[src/rtl/vend_pkg.sv]
// Shared definitions for the vending transaction controller: FSM encoding,
// coin denominations and the coin legality check.
package vend_pkg;

  typedef enum logic [1:0] {
    IDLE    = 2'd0,
    COLLECT = 2'd1,
    VEND    = 2'd2,
    CHANGE  = 2'd3
  } state_t;

  localparam logic [3:0] COIN_1  = 4'd1;
  localparam logic [3:0] COIN_5  = 4'd5;
  localparam logic [3:0] COIN_10 = 4'd10;

  function automatic logic coin_legal(input logic [3:0] val);
    return (val == COIN_1) || (val == COIN_5) || (val == COIN_10);
  endfunction

endpackage

[src/rtl/vend_sequencer_if.sv]
// Handshake bundle between the sequencer (master) and the coin front end,
// product dispenser and coin ejector (slave).
interface vend_sequencer_if;

  logic       coin_valid;
  logic [3:0] coin_val;
  logic       coin_ready;
  logic       coin_rej;
  logic       cancel;
  logic       vend_req;
  logic       vend_ack;
  logic       chg_req;
  logic [3:0] chg_coin;
  logic       chg_ack;

  modport master (
    input  coin_valid, coin_val, cancel, vend_ack, chg_ack,
    output coin_ready, coin_rej, vend_req, chg_req, chg_coin
  );

  modport slave (
    output coin_valid, coin_val, cancel, vend_ack, chg_ack,
    input  coin_ready, coin_rej, vend_req, chg_req, chg_coin
  );

endinterface

[src/rtl/vend_sequencer_change_picker.sv]
// Greedy payout denomination: the largest coin that does not exceed credit.
module change_picker
  import vend_pkg::*;
#(
  parameter int CREDIT_W = 6
) (
  input  logic [CREDIT_W-1:0] credit,
  output logic [3:0]          coin
);

  always_comb begin
    coin = COIN_1;
    if (credit >= CREDIT_W'(COIN_10)) begin
      coin = COIN_10;
    end else if (credit >= CREDIT_W'(COIN_5)) begin
      coin = COIN_5;
    end
  end

endmodule

[src/rtl/vend_sequencer.sv]
// Vending transaction controller: credit collection, dispense handshake and
// coin-by-coin change/refund payout. Define SALES_CNT_EN to add sales_cnt.
module vend_sequencer
  import vend_pkg::*;
#(
  parameter int PRICE     = 20,
  parameter int CREDIT_W  = 6,
  parameter int TIMEOUT_S = 30
) (
  input  logic                clk,
  input  logic                rst,
  input  logic                tick_1s,
  vend_sequencer_if.master    bus,
  output logic [CREDIT_W-1:0] credit,
  output logic [1:0]          state_o
`ifdef SALES_CNT_EN
  ,
  output logic [15:0]         sales_cnt
`endif
);

  localparam int                  TMO_W     = $clog2(TIMEOUT_S + 1);
  localparam logic [CREDIT_W-1:0] PRICE_C   = CREDIT_W'(PRICE);
  localparam logic [TMO_W-1:0]    TMO_LIMIT = TMO_W'(TIMEOUT_S);

  state_t              state_q, state_d;
  logic [CREDIT_W-1:0] credit_q, credit_d;
  logic [TMO_W-1:0]    tmo_q, tmo_d;
  logic                coin_rej_q, coin_rej_d;
`ifdef SALES_CNT_EN
  logic [15:0]         sales_cnt_q, sales_cnt_d;
`endif

  logic                coin_take;
  logic                coin_ok;
  logic [CREDIT_W-1:0] credit_add;
  logic [CREDIT_W-1:0] chg_rem;
  logic [TMO_W-1:0]    tmo_inc;
  logic [3:0]          pick_coin;

  change_picker #(.CREDIT_W(CREDIT_W)) u_picker (
    .credit (credit_q),
    .coin   (pick_coin)
  );

  assign bus.coin_ready = (state_q == IDLE) || (state_q == COLLECT);
  assign coin_take      = bus.coin_valid && bus.coin_ready;
  assign coin_ok        = coin_legal(bus.coin_val);
  assign credit_add     = credit_q + CREDIT_W'(bus.coin_val);
  assign chg_rem        = credit_q - CREDIT_W'(pick_coin);
  assign tmo_inc        = tmo_q + TMO_W'(1);

  assign bus.vend_req = (state_q == VEND);
  assign bus.chg_req  = (state_q == CHANGE) && (credit_q != '0);
  assign bus.chg_coin = (state_q == CHANGE) ? pick_coin : 4'd0;
  assign bus.coin_rej = coin_rej_q;
  assign credit       = credit_q;
  assign state_o      = state_q;
`ifdef SALES_CNT_EN
  assign sales_cnt    = sales_cnt_q;
`endif

  always_comb begin
    state_d    = state_q;
    credit_d   = credit_q;
    tmo_d      = tmo_q;
    coin_rej_d = 1'b0;
`ifdef SALES_CNT_EN
    sales_cnt_d = sales_cnt_q;
`endif
    case (state_q)
      IDLE, COLLECT: begin
        // An accepted coin, legal or not, pre-empts cancel and the timeout tick.
        if (coin_take) begin
          if (coin_ok) begin
            credit_d = credit_add;
            tmo_d    = '0;
            state_d  = (credit_add >= PRICE_C) ? VEND : COLLECT;
          end else begin
            coin_rej_d = 1'b1;
          end
        end else if (state_q == COLLECT) begin
          if (bus.cancel) begin
            tmo_d   = '0;
            state_d = CHANGE;
          end else if (tick_1s) begin
            if (tmo_inc == TMO_LIMIT) begin
              tmo_d   = '0;
              state_d = CHANGE;
            end else begin
              tmo_d = tmo_inc;
            end
          end
        end
      end
      VEND: begin
        if (bus.vend_ack) begin
          credit_d = credit_q - PRICE_C;
          state_d  = (credit_q != PRICE_C) ? CHANGE : IDLE;
`ifdef SALES_CNT_EN
          sales_cnt_d = sales_cnt_q + 16'd1;
`endif
        end
      end
      CHANGE: begin
        if (credit_q == '0) begin
          state_d = IDLE;
        end else if (bus.chg_ack) begin
          credit_d = chg_rem;
          if (chg_rem == '0) begin
            state_d = IDLE;
          end
        end
      end
      default: state_d = IDLE;
    endcase
  end

  always_ff @(posedge clk) begin
    if (!rst) begin
      state_q    <= IDLE;
      credit_q   <= '0;
      tmo_q      <= '0;
      coin_rej_q <= 1'b0;
`ifdef SALES_CNT_EN
      sales_cnt_q <= 16'd0;
`endif
    end else begin
      state_q    <= state_d;
      credit_q   <= credit_d;
      tmo_q      <= tmo_d;
      coin_rej_q <= coin_rej_d;
`ifdef SALES_CNT_EN
      sales_cnt_q <= sales_cnt_d;
`endif
    end
  end

endmodule

[src/flat_wrapper.sv]
// flat-port wrapper written by rule: the top's interface ports become plain ports
module vend_sequencer_flat import vend_pkg::*;
#(
  parameter int PRICE     = 20,
  parameter int CREDIT_W  = 6,
  parameter int TIMEOUT_S = 30
)
  (clk, rst, tick_1s, credit, state_o, bus_coin_valid, bus_coin_val, bus_cancel, bus_vend_ack, bus_chg_ack, bus_coin_ready, bus_coin_rej, bus_vend_req, bus_chg_req, bus_chg_coin);
  vend_sequencer_if bus_i ();
  input  logic clk;
  input  logic rst;
  input  logic tick_1s;
  output logic [CREDIT_W-1:0] credit;
  output logic [1:0] state_o;
  input wire logic [$bits(bus_i.coin_valid)-1:0] bus_coin_valid;
  input wire logic [$bits(bus_i.coin_val)-1:0] bus_coin_val;
  input wire logic [$bits(bus_i.cancel)-1:0] bus_cancel;
  input wire logic [$bits(bus_i.vend_ack)-1:0] bus_vend_ack;
  input wire logic [$bits(bus_i.chg_ack)-1:0] bus_chg_ack;
  output wire logic [$bits(bus_i.coin_ready)-1:0] bus_coin_ready;
  output wire logic [$bits(bus_i.coin_rej)-1:0] bus_coin_rej;
  output wire logic [$bits(bus_i.vend_req)-1:0] bus_vend_req;
  output wire logic [$bits(bus_i.chg_req)-1:0] bus_chg_req;
  output wire logic [$bits(bus_i.chg_coin)-1:0] bus_chg_coin;
  assign bus_i.coin_valid = bus_coin_valid;
  assign bus_i.coin_val = bus_coin_val;
  assign bus_i.cancel = bus_cancel;
  assign bus_i.vend_ack = bus_vend_ack;
  assign bus_i.chg_ack = bus_chg_ack;
  assign bus_coin_ready = bus_i.coin_ready;
  assign bus_coin_rej = bus_i.coin_rej;
  assign bus_vend_req = bus_i.vend_req;
  assign bus_chg_req = bus_i.chg_req;
  assign bus_chg_coin = bus_i.chg_coin;
  vend_sequencer #(.PRICE(PRICE), .CREDIT_W(CREDIT_W), .TIMEOUT_S(TIMEOUT_S)) u_core (.clk(clk), .rst(rst), .tick_1s(tick_1s), .bus(bus_i), .credit(credit), .state_o(state_o));
endmodule
[config.mk]
export PLATFORM = sky130hd
export DESIGN_NAME = vend_sequencer_flat
export DESIGN_NICKNAME = d
export VERILOG_FILES = /design/src/rtl/vend_pkg.sv /design/src/rtl/vend_sequencer_if.sv /design/src/rtl/vend_sequencer_change_picker.sv /design/src/rtl/vend_sequencer.sv /design/src/flat_wrapper.sv
export SDC_FILE = /design/constraint.sdc
export NUM_CORES = 1
export LEC_CHECK = 0
export CORE_MARGIN = 1.5
export CORE_UTILIZATION = 47
export CTS_BUF_LIST = sky130_fd_sc_hd__clkbuf_4 sky130_fd_sc_hd__clkbuf_8
export DETAILED_ROUTE_END_ITERATION = 10
export HOLD_SLACK_MARGIN = 0.06
export PLACE_DENSITY = 0.82
export REMOVE_ABC_BUFFERS = 1
export SLEW_MARGIN = 20
export SYNTH_ARGS = -nofsm -noshare
export SYNTH_HDL_FRONTEND = slang
export SYNTH_HIERARCHICAL = 1
export SYNTH_SLANG_ARGS = --single-unit
[constraint.sdc]
create_clock -name clk -period 4.27 [get_ports clk]
set_input_delay 0.6405 -clock clk [delete_from_list [all_inputs] [get_ports clk]]
set_output_delay 0.6405 -clock clk [all_outputs]
set_load 0.03 [all_outputs]
==> results of run 1 <==
worst max-delay path by stage:
stage	start	end	slack (ns)	cells past startpoint
4_1_cts	u_core/state_o[1]	bus_chg_req	1.14	3
3_3_place_gp	bus_coin_val[0]	u_core/state_o[0]	1.37	10
5_1_grt	u_core/state_o[1]	bus_chg_req	1.03	3
6_report	u_core/state_o[1]	bus_chg_req	1.16	3
2_1_floorplan	u_core/credit[2]	u_core/state_o[1]	1.73	10
3_5_place_dp	bus_coin_val[0]	u_core/state_o[0]	1.30	10
synth_stat cells, drive strengths merged, types with 2 or more instances:
| library cell | instances | area, um^2 |
|---|---|---|
| dfxtp | 14 | 280 |
| nor3 | 4 | 36.3 |
| and2 | 2 | 12.5 |
| buf | 5 | 36.3 |
| a21boi | 3 | 22.5 |
| a21oi | 12 | 63.8 |
| ha | 13 | 163 |
| nand2b | 4 | 25.0 |
| a31oi | 6 | 43.8 |
| nor2b | 2 | 12.5 |
| nand3b | 2 | 15.0 |
| or2 | 3 | 18.8 |
| o221ai | 2 | 17.5 |
| xor2 | 3 | 26.3 |
| inv | 15 | 56.3 |
| xnor2 | 5 | 43.8 |
| nand3 | 5 | 25.0 |
| and3 | 4 | 30.0 |
| nand2 | 16 | 62.6 |
| nor2 | 21 | 78.8 |
| a211oi | 4 | 35.0 |
| nand4 | 2 | 12.5 |
| clkbuf | 2 | 7.51 |
| fa | 2 | 40.0 |
| or3 | 2 | 12.5 |
| o21a | 2 | 15.0 |
| o21ai | 14 | 73.8 |
| o211ai | 5 | 42.5 |
| nor3b | 7 | 52.6 |
| a311o | 2 | 20.0 |
critical path, cell delays in order (launching register included):
cell             delay [ns]
dfxtp_1                0.78
nand2_1                0.34
a31oi_2                0.33
clkdlybuf4s50_1        0.72
final cells by class:
| type | instances | area (um^2) | share of cell area |
|---|---|---|---|
| repair buffers | 26 | 260 | 0.141 |
| multi-input cells | 163 | 1160 | 0.627 |
| inverters | 15 | 56.3 | 0.0305 |
| well taps | 44 | 55.1 | 0.0298 |
| flip-flops and latches | 14 | 280 | 0.152 |
| clock buffers | 4 | 36.3 | 0.0196 |
per-layer routing:
layer	GRT usage	wire (um)	vias up
li1	-	-	769
met1	0.325	1830	704
met2	0.376	1910	55
met3	0.0173	187	11
met4	0.0921	84	0
met5	0	0	-
report_power, final:
part	switching [mW]	internal [mW]	total, mW
sequential	0.0180	0.136	0.154
combinational	0.0871	0.0689	0.156
clock	0.0505	0.0519	0.102
cells by family (layout without fill, tap and decap cells):
logic type | Yosys count | count (layout)
AO/OA/AOI/OAI | 62 | 62
adder cells (fa/ha/maj) | 15 | 15
AND/OR/NAND/NOR | 77 | 77
XOR/XNOR | 8 | 8
flip-flops | 14 | 14
buffers and inverters | 22 | 45
multiplexers | 1 | 1
sequential cells by signal, indices dropped and copies added (netlist names):
name                 count
u_core/credit            6
u_core/bus.coin_rej      1
u_core/state_o           2
u_core/tmo_q             5
==> summary.txt, run 1 <==
Outcome
  • Status: complete, no violations

Routing
  • Drt pass-1 iters: 4
  • Drt total wl: 4000 um
  • Final ANT Viol Nets: 0
  • DR WL/cell: 15.0 um
  • Post-route DRC: 0
  • Vias per cell: 5.79
  • DRT iter0 DRCs: 80
  • Vias: 1539

STA
  • Post-layout min period: 3.11 ns
  • Final WS setup: 1.16 ns
  • RSZ-0062 raised after global routing: false
  • Max-slew violations: 0
  • Final setup fails: 0
  • Worst Clk Skew: 0.00709 ns
  • Final period utilization: 0.728
  • Fmax: 0.322 GHz
  • Least-Margin Pin Slew: 0.701 ns
  • Setup TNS: 0 ns
  • Slew margin rel.: 0.532
  • Final hold vios: 0
  • Hold_ws: 0.488 ns

Critical path
  • Worst setup SP type: flop
  • Crit end category: output port
  • Reg2reg start: u_core/credit[4]
  • R2R setup slack: 1.49 ns
  • Worst r2r path cells: 10
  • Crit path kind: reg2out
  • R2r endpoint: u_core/state_o[1]
  • Worst Path Required: 3.63 ns
  • Crit path DAT: 2.47 ns
  • CP Max Fanout: 19

Floorplanning
  • DIE AREA: 3630 um^2
  • Row cnt: 20
  • Initial core utilization: 0.500
  • Top Ports: 27
  • Die Height: 60.2 um
  • Die width: 60.2 um
  • Core footprint: 3080 um^2

Clock tree
  • Postcts setup bufs: 0
  • Clk_lat worst skew: 0.29 ns
  • Resized cells post-CTS: 0
  • CTS tree: done
  • Sink Count: 14
  • Reg clk slew, reported paths: 0.09 ns
  • Root buffer selected by CTS: clkbuf_4
  • CTS Buf Count: 3
  • CTS Hold Bufs: 0
  • Clk buf depth: 2
  • Clock H-tree levels: 1

Final layout
  • Fin area: 1850 um^2
  • Area Growth Syn to Fin: 20.0%
  • Final nets: 249
  • Layout fillers: 311
  • Post-Route Utilization: 0.600
  • Layout cells sized above 1: 0.0811
  • Layout Cells excl Fill: 266
  • Most frequent cells in the layout: clkdlybuf4s50_1, nor2_1, nand2_1
  • Diodes inserted: 0
  • Commonest non-fill, non-tap cell in the layout: clkdlybuf4s50_1

GRT
  • GRT Overall Usage: 0.235
  • Pin count of the biggest net entering global routing: 20
  • Initial antenna violation count: 0
  • GRT overflow: 0
  • First-pass GRT wire length: 6420 um
  • Vias in the first global route: 1371

Power and ir drop
  • Max VDD drop: 0.000102 V
  • Leakage: 0.658 nW
  • Pwr Total: 0.413 mW
  • PD cells: 223 nW/um^2

Logic synthesis
  • Synth Area in Adders: 0.132
  • Yosys Warn Count: 6
  • Synth Area per Inst: 7.73 um^2
  • Synthesized instance count: 199
  • Synth Area in XOR/XNOR: 0.0455
  • Seq/Total Area, Yosys: 0.182
  • Post-synth EDFFs: 0
  • Flops & latches, synth: 14
  • Main combinational cell family by area after synthesis: compound AO/OA/AOI/OAI gates
  • Netlist cell types: 61
  • Synth Area in Simple Gates: 0.276
  • Fraction of registers with async set or reset after synthesis: 0
  • Cell area after synthesis: 1540 um^2
  • Top FF cell, synth: dfxtp_1
  • Synth Area in Compound Gates: 0.293
  • Multiplexer area fraction after synthesis: 0.00650

Placed design
  • IO Port Bufs: 26
  • Place WS: 1.30 ns
  • DP Wirelength: 3000 um
  • Dpl cell area: 1810 um^2
  • Dpl cells: 262
  • Final GP Congestion: 0.877

Min path
  • Worst min-delay path startpoint: u_core/tmo_q[4]
  • Tightest Hold Check Type: reg2reg
  • WHS Endpoint: u_core/tmo_q[4]
  • Min-Delay Path Depth: 1

Job
  • Max-Cap Viols: 0
No activity file was read; power rests on OpenSTA's default activity.
==> inputs of run 2 (changes only) <==
--- a/config.mk
+++ b/config.mk
@@ -10,7 +10,7 @@
 export CTS_BUF_LIST = sky130_fd_sc_hd__clkbuf_4 sky130_fd_sc_hd__clkbuf_8
 export DETAILED_ROUTE_END_ITERATION = 10
 export HOLD_SLACK_MARGIN = 0.06
-export PLACE_DENSITY = 0.82
+export PLACE_DENSITY = 0.85
 export REMOVE_ABC_BUFFERS = 1
 export SLEW_MARGIN = 20
 export SYNTH_ARGS = -nofsm -noshare
==> constraint.sdc (replaced) <==
create_clock -name clk -period 2.6 [get_ports clk]
set_input_delay 0.39 -clock clk [delete_from_list [all_inputs] [get_ports clk]]
set_output_delay 0.39 -clock clk [all_outputs]
set_load 0.03 [all_outputs]
==> run 2 against run 1 <==
  * Sequential cell count unchanged
  * Non-clock buffer count up 14
  * Final cell count is 5.3% higher
  * Hold slack worse by 0.0063 ns
  * Combinational power grew 97%
  * Setup slack lost 1.0 ns
  * Via count grew 6.4%
  * Register-to-register slack worse by 1.3 ns
  * Critical endpoint is now u_core/state_o[1]
  * Largest cell class unchanged
  * Highest routed layer unchanged
==> summary.txt, run 2 (same netlist as run 1, synthesis figures left out) <==
Outcome
  • Status: complete, no violations

Clock tree
  • Sink Count: 14 (unchanged)
  • Clk buf depth: 2 (unchanged)
  • Clk_lat worst skew: 0.30 ns (about the same)
  • Root buffer selected by CTS: clkbuf_4
  • Reg clk slew, reported paths: 0.10 ns (about the same)
  • Clock H-tree levels: 1 (unchanged)
  • CTS Buf Count: 3 (unchanged)
  • CTS tree: done

GRT
  • GRT overflow: 0 (unchanged)
  • Vias in the first global route: 1405 (+2.5%)
  • GRT Overall Usage: 0.255 (+0.0205)
  • First-pass GRT wire length: 6850 um (+6.8%)
  • Initial antenna violation count: 0 (unchanged)
  • Pin count of the biggest net entering global routing: 18 (-10%)

Critical path
  • R2R setup slack: 0.16 ns (-1.33 ns)
  • Crit path kind: reg2reg
  • Crit-path cells: o21ai_0 > and2_1 > ha_1 > fa_1 > nand2b_1 > o2bb2ai_1 > xnor2_1 > o21ai_2 > nand4_1 > o31ai_2
  • Critical path depth in cells: 10 (+7)
  • Worst setup SP type: flop
  • Cell family with most CP delay: compound AO/OA/AOI/OAI gates
  • Crit end category: flop
  • Worst r2r path cells: 10 (unchanged)
  • Setup crit start: u_core/credit[2]
  • Worst Path Required: 2.81 ns (-0.82 ns)
  • CP max stage delay: 0.42 ns (-0.36 ns)
  • Reg2reg start: u_core/credit[2]
  • Setup crit end: u_core/state_o[1]
  • CP Max Fanout: 5 (-14)
  • Critical-path top delay cell: dfxtp_1
  • Critical path buffers and inverters: 0 (-1)
  • R2r endpoint: u_core/state_o[1]
  • Crit path DAT: 2.65 ns (+0.18 ns)

Routing
  • Drt total wl: 4310 um (+7.6%)
  • Drt pass-1 iters: 4 (unchanged)
  • Post-route DRC: 0 (unchanged)
  • DRT iter0 DRCs: 102 (+28%)
  • DR WL/cell: 15.4 um (+2.3%)
  • Vias: 1637 (+6.4%)
  • Final ANT Viol Nets: 0 (unchanged)
  • Vias per cell: 5.85 (+1.0%)

STA
  • Post-layout min period: 2.44 ns
  • Least-Margin Pin Slew: 0.424 ns (-0.276 ns)
  • Final period utilization: 0.938
  • Final hold vios: 0 (unchanged)
  • Final WS setup: 0.162 ns (-1.00 ns)
  • Hold_ws: 0.482 ns (-0.00627 ns)
  • Setup TNS: 0 ns (unchanged)
  • Final setup fails: 0 (unchanged)
  • Worst Clk Skew: 0.00685 ns (-0.000235 ns)
  • RSZ-0062 raised after global routing: false
  • Fmax: 0.410 GHz
  • Slew margin rel.: 0.717 (+0.184)
  • Max-slew violations: 0 (unchanged)

Min path
  • Min-Delay Path Depth: 1 (unchanged)
  • Tightest Hold Check Type: reg2reg

Final layout
  • Post-Route Utilization: 0.638 (+0.0378)
  • Layout Cells excl Fill: 280 (+5.3%)
  • Commonest non-fill, non-tap cell in the layout: clkdlybuf4s50_1
  • Final nets: 263 (+5.6%)
  • Fin area: 1960 um^2 (+6.3%)
  • Diodes inserted: 0 (unchanged)
  • Max reg flops: 6 (unchanged)
  • Layout cells sized above 1: 0.153 (+0.0715)
  • Area Growth Syn to Fin: 27.6%
  • Layout fillers: 268 (-14%)
  • Most frequent cells in the layout: clkdlybuf4s50_1, nor2_1, nand2_1

Placed design
  • Final GP Congestion: 0.933 (+6.3%)
  • Dpl cells: 276 (+5.3%)
  • IO Port Bufs: 26 (unchanged)
  • Place WS: -0.0226 ns (-1.33 ns)
  • Dpl cell area: 1920 um^2 (+5.8%)
  • DP Wirelength: 3170 um (+5.7%)

Power and ir drop
  • PD cells: 363 nW/um^2 (+62%)
  • Leakage: 0.736 nW (+12%)
  • Max VDD drop: 0.000248 V (+140%)
  • Pwr Total: 0.712 mW (+73%)

Floorplanning
  • DIE AREA: 3630 um^2 (unchanged)
  • Die width: 60.2 um (unchanged)
  • Row cnt: 20 (unchanged)
  • Die Height: 60.2 um (unchanged)
  • Core footprint: 3080 um^2 (unchanged)
  • Top Ports: 27 (unchanged)
  • Initial core utilization: 0.500 (unchanged)

Job
  • Max-Cap Viols: 0 (unchanged)
==> run 2: changes by cell type in the layout (fill, tap and decap cells not counted), sizes merged <==
cell	before	now
buf	0	14
clkdlybuf4s50	26	25
dlygate4sd2	0	1
==> run 2: worst min path at each step <==
stage	from	to
after CTS	u_core/tmo_q[4]	u_core/tmo_q[4]
after global placement	u_core/tmo_q[4]	u_core/tmo_q[4]
after detailed placement	u_core/tmo_q[4]	u_core/tmo_q[4]
after floorplan	u_core/tmo_q[4]	u_core/tmo_q[4]
final	u_core/tmo_q[4]	u_core/tmo_q[4]
after global routing	u_core/tmo_q[4]	u_core/tmo_q[4]
==> run 2: power by group <==
group	internal, mW	total [mW]	switching, mW
clock network	0.0854	0.172	0.0868
logic	0.131	0.308	0.177
registers	0.224	0.232	0.00794
total	0.440	0.712	0.272
==> run 2: metal layers <==
metal | part of all wire | global-route usage | vias up | wire [um]
met5 | 0 | 0 | - | 0
li1 | - | - | 805 | -
met2 | 0.47 | 0.402 | 59 | 2020
met3 | 0.051 | 0.0368 | 8 | 221
met4 | 0.015 | 0.0857 | 0 | 63
met1 | 0.46 | 0.354 | 765 | 2000
==> run 2: area by class of cell <==
class / count / area (um^2) / area share
Multi-Input combinational cell: 163 / 1170 / 0.596
Inverter: 15 / 56.3 / 0.0287
Timing Repair Buffer: 40 / 364 / 0.185
Sequential cell: 14 / 282 / 0.143
Tap cell: 44 / 55.1 / 0.0280
Clock buffer: 4 / 36.3 / 0.0185
==> run 2: what timing repair did <==
action	4_1_cts	5_1_grt
endpoints found under the hold margin	0	0
pin swaps	0	2
hold buffers	0	0
buffers inserted	0	0
setup endpoints to repair	1	3
gates resized for setup	1	4
